<file path="src/rtl/conv3x3_stream_top.sv">
// Streaming 3x3 "valid" convolution: two line buffers feed a 3x3 window,
// then a registered product stage and a registered adder/output stage.

module conv3x3_stream_top #(
    parameter int DATA_W = 16,
    parameter int IMG_W  = 32,
    parameter int N_CH   = 5,
    parameter int W_W    = 8,
    parameter int ACC_W  = 32,
    // Default is sized for N_CH=5: every weight of channel c equals c+1
    parameter logic [N_CH*9*W_W-1:0] KERNEL = {{9{W_W'(5)}}, {9{W_W'(4)}}, {9{W_W'(3)}},
                                               {9{W_W'(2)}}, {9{W_W'(1)}}}
) (
    input  logic                     clk,
    input  logic                     rst_n,
    input  logic [DATA_W-1:0]        ima,
    input  logic                     ena_in,
    input  logic                     frame_start_in,
    input  logic                     frame_start_dim_in,
    input  logic                     line_start_in,
    input  logic                     frame_end_in,
    input  logic                     frame_end_dim_in,
    output logic signed [ACC_W-1:0]  conv_out,
    output logic                     out_valid,
    output logic                     frame_start_out,
    output logic                     line_start_out,
    output logic                     frame_end_out
);

    localparam int COL_W = $clog2(IMG_W);
    localparam int CH_W  = (N_CH > 1) ? $clog2(N_CH) : 1;

    logic [COL_W-1:0]        col;
    logic [1:0]              row;
    logic [CH_W-1:0]         ch;
    logic                    in_frame;
    logic                    first_pending;
    logic                    accept;
    logic                    win_ok;
    logic                    col_wrap;

    logic [DATA_W-1:0]       lb0 [IMG_W];
    logic [DATA_W-1:0]       lb1 [IMG_W];
    logic [DATA_W-1:0]       win [3][3];
    logic [DATA_W-1:0]       nxt_win [3][3];
    logic signed [ACC_W-1:0] prod_d [9];
    logic signed [ACC_W-1:0] prod_q [9];
    logic signed [ACC_W-1:0] sum;

    logic                    s1_valid;
    logic                    s1_fstart;
    logic                    s1_line;
    logic                    s1_fend;

    // Row only needs to saturate at 2: that is all the window-complete test looks at
    assign accept   = ena_in & in_frame & ~frame_start_in;
    assign win_ok   = (row == 2'd2) && (col >= COL_W'(2));
    assign col_wrap = (col == COL_W'(IMG_W - 1)) | line_start_in;

    always_comb begin
        for (int ky = 0; ky < 3; ky++) begin
            nxt_win[ky][0] = win[ky][1];
            nxt_win[ky][1] = win[ky][2];
        end
        nxt_win[0][2] = lb1[col];
        nxt_win[1][2] = lb0[col];
        nxt_win[2][2] = ima;
    end

    always_comb begin
        for (int ky = 0; ky < 3; ky++) begin
            for (int kx = 0; kx < 3; kx++) begin
                prod_d[ky*3+kx] = ACC_W'($signed({1'b0, nxt_win[ky][kx]}))
                                * ACC_W'($signed(KERNEL[(int'(ch)*9 + ky*3 + kx)*W_W +: W_W]));
            end
        end
    end

    always_comb begin
        sum = '0;
        for (int k = 0; k < 9; k++) begin
            sum = sum + prod_q[k];
        end
    end

    // Pixel storage carries no reset; validity is tracked by the control pipeline
    always_ff @(posedge clk) begin
        if (accept) begin
            lb1[col] <= lb0[col];
            lb0[col] <= ima;
            win      <= nxt_win;
            prod_q   <= prod_d;
        end
    end

    always_ff @(posedge clk or posedge rst_n) begin
        if (rst_n) begin
            col             <= '0;
            row             <= '0;
            ch              <= '0;
            in_frame        <= 1'b0;
            first_pending   <= 1'b0;
            s1_valid        <= 1'b0;
            s1_fstart       <= 1'b0;
            s1_line         <= 1'b0;
            s1_fend         <= 1'b0;
            out_valid       <= 1'b0;
            frame_start_out <= 1'b0;
            line_start_out  <= 1'b0;
            frame_end_out   <= 1'b0;
            conv_out        <= '0;
        end else begin
            if (frame_start_in) begin
                col           <= '0;
                row           <= '0;
                in_frame      <= 1'b1;
                first_pending <= 1'b1;
                if (frame_start_dim_in) begin
                    ch <= '0;
                end
            end else if (accept) begin
                if (frame_end_in) begin
                    in_frame <= 1'b0;
                    ch <= (frame_end_dim_in || ch == CH_W'(N_CH - 1)) ? '0 : ch + 1'b1;
                end
                if (col_wrap) begin
                    col <= '0;
                    if (row != 2'd2) begin
                        row <= row + 2'd1;
                    end
                end else begin
                    col <= col + 1'b1;
                end
                if (win_ok) begin
                    first_pending <= 1'b0;
                end
            end

            // A frame end on the same pixel suppresses its line flag
            s1_valid  <= accept & win_ok;
            s1_fstart <= accept & win_ok & first_pending;
            s1_line   <= accept & win_ok & line_start_in & ~frame_end_in;
            s1_fend   <= accept & win_ok & frame_end_in;

            out_valid       <= s1_valid;
            frame_start_out <= s1_fstart;
            line_start_out  <= s1_line;
            frame_end_out   <= s1_fend;
            conv_out        <= s1_valid ? sum : '0;
        end
    end

endmodule

</file>
<file path="config.mk">
export PLATFORM = sky130hd
export DESIGN_NAME = conv3x3_stream_top
export DESIGN_NICKNAME = d
export VERILOG_FILES = /design/src/rtl/conv3x3_stream_top.sv
export SDC_FILE = /design/constraint.sdc
export NUM_CORES = 2
export LEC_CHECK = 0
export ABC_AREA = 1
export BUFFER_PORTS_ARGS = -buffer_cell sky130_fd_sc_hd__buf_2
export CAP_MARGIN = 10
export CORE_ASPECT_RATIO = 0.8
export CORE_MARGIN = 1.5
export CORE_UTILIZATION = 64
export CTS_CLUSTER_SIZE = 10
export DETAILED_ROUTE_END_ITERATION = 8
export PLACE_DENSITY = 0.8
export SLEW_MARGIN = 5
export SYNTH_ARGS = -nofsm -noshare
export SYNTH_HDL_FRONTEND = slang
export SYNTH_SLANG_ARGS = --single-unit
</file>
<file path="constraint.sdc">
create_clock -name clk -period 22.2 [get_ports clk]
set_input_delay 1.11 -clock clk [delete_from_list [all_inputs] [get_ports clk]]
set_output_delay 1.11 -clock clk [all_outputs]
set_load 0.02 [all_outputs]
</file>
Yosys cells after proc, flatten, opt, wreduce, memory -nomap -nowiden
Memories as Yosys holds them, arrays and structs flattened.
Index checks and enable logic that the tools add are counted.
Word-level totals
  register bits: 436
  RAM bits: 1024
  output and inout port bits: 36
  memories kept: 2
Cells by class
  $add $sub $neg: 19
  $mul: 10
  order comparisons: 1
  equal/unequal tests: 5
  shift-type cells: 9
  mux-type cells: 21
  bitwise gates (word level): 10
  reduce and logical (&&, ||, !) cells: 11
Memories
  lb0: words 32, width 16, read ports 1, clocked after Yosys merged registers in 0, wr ports 1, line 42  | logic [DATA_W-1:0] lb0 [IMG_W];
  lb1: words 32, width 16, read ports 1, clocked after Yosys merged registers in 0, wr ports 1, line 43  | logic [DATA_W-1:0] lb1 [IMG_W];
Operators with widths (number)
  360-bit by 32-bit indexed part select with 8-bit output (first input constant): 6
  360-bit by 11-bit indexed part select with 8-bit output (first input constant): 1
  360-bit by 12-bit indexed part select with 8-bit output (first input constant): 1
  360-bit by 13-bit indexed part select with 8-bit output (first input constant): 1
  32-bit adder: 8
  17-bit by 8-bit multiplier with 25-bit output: 9
  29-bit by 2-bit adder with 29-bit output (second input constant): 3
  29-bit by 3-bit adder with 29-bit output (second input constant): 2
  32-bit two-way mux: 1
  3-bit two-way mux: 5
  5-bit two-way mux: 3
  2-bit nonzero test: 5
  8-bit by 2-bit adder with 9-bit output (second input constant): 1
  7-bit by 2-bit adder with 8-bit output (second input constant): 1
  7-bit by 3-bit adder with 8-bit output (second input constant): 1
  1-bit two-way mux: 8
  2-bit two-way mux: 4
  1-bit AND: 7
  3-bit by 4-bit multiplier with 7-bit output (second input constant): 1
  3-bit AND reduction: 2
  5-bit by 1-bit adder with 5-bit output (second input constant): 1
  5-bit equality test (second input constant): 1
  5-bit by 2-bit greater-or-equal comparator with 1-bit output (second input constant): 1
  2-bit AND reduction: 2
  other kinds (10): 11

Logic depth before layout (Yosys ltp)
  depth after elaboration: 9
  depth in mapped cells: 35
  depth with buffers taken out: 34

Worst setup path before layout
No wires, ideal clock.
  kind: input to register
  start: in ena_in
  end: mem lb0[0][0] (enable)
  setup time: 421 ps
  data arrival time: 17280 ps
  required time: 21779 ps
  slack: 4499 ps
  stages: 4
  path buffers: 0
  cell sequence: nand2_1 nor2_1 nand2_1 nor2_1
Between the ends
  cells in the longest elaborated chain, start to end: 4
Ends and longest elaborated chain
  from (decl): line 17  | input logic ena_in,
  1-bit AND (2 in a row): line 56  | assign accept = ena_in & in_frame & ~frame_start_in;
  net accept: line 38  | logic accept;
  1-bit two-way mux: line 88  | if (accept) begin
  1-bit two-way mux (implied by the code): line 90  | lb0[col] <= ima;
  to (decl): line 42
The timed path passes the listed nets, and every way through them passes these cells.

==> flow_summary.toml <==
[grt]
grt_max_degree = 206
track_usage_pct = 34.4
grt_pass1_vias = 50700
grt.overflow.total = 0
grt_pass1_wl_mm = 303
grt_antenna_before_repair = 0

[hold_path]
hp-class = "reg2reg"

[floorplanning]
dieArea_um2 = 119000
initial_utilization_pct = 64.4
fp-row-count = 112
die_w_um = 386
die_h_um = 309
coreArea_um2 = 116000
io-pin-count = 60

[setup_path]
crit_type = "reg2reg"
cp.arrival_ps = 8590
crit_path_end_kind = "flip-flop"
cp_common_cell = "nand2_1"
cp.required_ps = 22720
path_max_fanout = 205
slowest_delay_ps = 750
crit_path_start_kind = "flip-flop"
slowest_stage = "dfrtp_4"

[detailed_routing]
routedWlPerCell_um = 23.2
vias = 52800
drc = 0
drtIter0Drc = 7198
detail-route-antenna-nets = 0
drt_wl_total_mm = 202
detail_route.first_pass.iterations = 8
wl_met1_mm = 82.8
wl_met2_mm = 85.4
route.met3.wl_mm = 26.8
vias_per_cell = 6.05
top_layer = "met4"

[job]
cap_violations = 0

[logic_synthesis]
synth_area_leaders = "edfxtp_1, ha_1, fa_1"
synth-edff-count = 1300
synth_warnings = 0
synth_ff_type = "edfxtp_1"
synth-seq-area-share_pct = 53.8
ys_seq_elements = 1352
synth_area_per_cell_um2 = 10.7
syn_area_um2 = 75000
ys_types = 54
synth_top_area_share_pct = 52.0
async_flop_share_pct = 3.85
yosysTopAreaCell = "edfxtp_1"
synth_cells = 7042

[clocking]
cts_root_buffer = "clkbuf_16"
cts_sinks = 1352
cts_buffers = 156
cts_resized = 0
clk_latency_ps = 800
postCtsSetupBuffers = 0
ctsHtreeMaxLevel = 4
cts_hold_buf = 0
cts_tree = "done"
clkTransAtPathRegs_ps = 60
clock_path_buffers = 3

[power_and_ir_drop]
intPower_mw = 5.55
seq_power_share_pct = 32.3
sw_frac_of_total_pct = 39.9
design_power_total_mw = 9.23
power_switching_mw = 3.69
p_per_area_nw_per_um2 = 113
p_leak_nw = 34.9
p_comb_share_pct = 42.7
irDropWorstVdd_uv = 202
clockPowerShare_pct = 25.0

[place]
port_buffers = 59
dpl-instance-area_um2 = 77300
dp_hpwl_mm = 133
gp_congestion = 0.930
dp_slack_ps = 14510

[timing]
finalCritPeriodShare_pct = 36.4
setup_tns_ps = 0
rsz0062_at_grt = "false"
skew_ps = 46.8
worst_slew_pin_slew_ps = 1250
fin_hold_ws_ps = 345
max-slew-margin-rel_pct = 16.7
drv_slew = 0
fin_crit_ps = 8070
setup_viol = 0
finalHoldViolations = 0
setup_slack_ps = 14130
fmax_mhz = 124

[layout]
syn_to_final_growth_pct = 8.94
final_nets = 8045
drive_above_1_share_pct = 6.29
stdcell_area_um2 = 81700

[run_status]
outcome = "completed"
-- synth_stat cells (all sizes together) (4+ instances only) --
cell type	n
edfxtp	1300
clkbuf	136
o22ai	196
nor2	1245
xnor2	32
a21oi	170
xor2	81
o21ai	618
buf	100
o21a	6
inv	961
ha	592
a21o	15
fa	293
o2111ai	7
a31oi	10
nand4	31
nand3b	8
nor3	58
and2	17
o21bai	11
a21boi	41
dfrtp	52
nand2	927
o211ai	4
o31ai	8
nand3	111
-- logic make-up (layout without fill, tap and decap cells) --
group / Yosys count / count (layout) / share of synthesized area (%)
buffers and inverters: 1198 / 1319 / 6.28
adder cells (fa/ha/maj): 885 / 885 / 17.7
AO/OA/AOI/OAI: 1090 / 1090 / 8.01
flip-flops: 1352 / 1352 / 53.8
other: 2 / 30 / 0.0100
XOR/XNOR: 113 / 113 / 1.32
AND/OR/NAND/NOR: 2402 / 2402 / 12.9
-- area by class of cell --
cell class                      count  area (um2)
Antenna cell                        4        10.0
Clock buffer                      189        4080
Clock inverter                     20         335
Fill cell                        8008       34700
Inverter                          962        3620
Multi-Input combinational cell   4516       30400
Sequential cell                  1352       40300
Tap cell                         1539        1930
Timing Repair Buffer              148        1030
-- cells in the final DEF, fill, tap and decap left out, drive strengths merged, types with 15 or more instances in the layout --
| cell | instances |
|---|---|
| a21boi | 41 |
| a21o | 15 |
| a21oi | 170 |
| and2 | 17 |
| buf | 148 |
| clkbuf | 189 |
| conb | 26 |
| dfrtp | 52 |
| edfxtp | 1300 |
| fa | 293 |
| ha | 592 |
| inv | 967 |
| nand2 | 927 |
| nand3 | 111 |
| nand4 | 31 |
| nor2 | 1245 |
| nor3 | 58 |
| o21ai | 618 |
| o22ai | 196 |
| xnor2 | 32 |
| xor2 | 81 |
-- path summary, 6_finish.rpt --
path                            from         endpoint  slack, ps  depth (start not counted)
max                           col[0]      prod_q[110]      14130                         30
min                        s1_fstart  frame_start_out        350                          0
max reg2reg                   col[0]      prod_q[110]      14130                         30
min reg2reg                s1_fstart  frame_start_out        350                          0
max in group asynchronous      rst_n           col[1]      21040                          3
min in group asynchronous      rst_n           col[2]        560                          3
-- registers in the layout (all words and copies together) (netlist names), 2 cells and up --
| register | flops |
|---|---|
| nxt_win | 96 |
| ch | 3 |
| lb1 | 512 |
| conv_out | 32 |
| col | 5 |
| lb0 | 512 |
| prod_q | 180 |
| row | 2 |
-- power groups by stage --
stage	registers (mW)	logic (mW)	clock network [mW]
3_3_place_gp	3.03	3.76	0
3_5_place_dp	3.03	3.82	0
5_1_grt	2.98	4.38	2.42
4_1_cts	2.98	3.86	2.32
6_report	2.98	3.95	2.31
2_1_floorplan	3.01	2.65	0
-- worst max-delay path, delay by kind of cell, from the launching register on --
kind	cells	cell delay [ps]
buffers and inverters	8	2770
AOI/OAI and AO/OA	3	620
and+or+nand+nor	13	1390
adders and majority gates	6	1840
DFF	1	750
-- layer usage --
layer	up-vias	global-route usage (%)
met5	-	0
met4	0	12.9
met3	421	7.34
met2	3220	49.4
met1	25400	51.6
li1	23700	-
-- metrics by stage --
step / util [%] / instances
final: 70.2 / 8730
after global routing: 70.2 / 8726
after detailed placement: 66.3 / 8515
after CTS: 70.1 / 8724
after floorplan: - / 7066
after global placement: 66.3 / 8515
(Power assumes the default switching activity.)
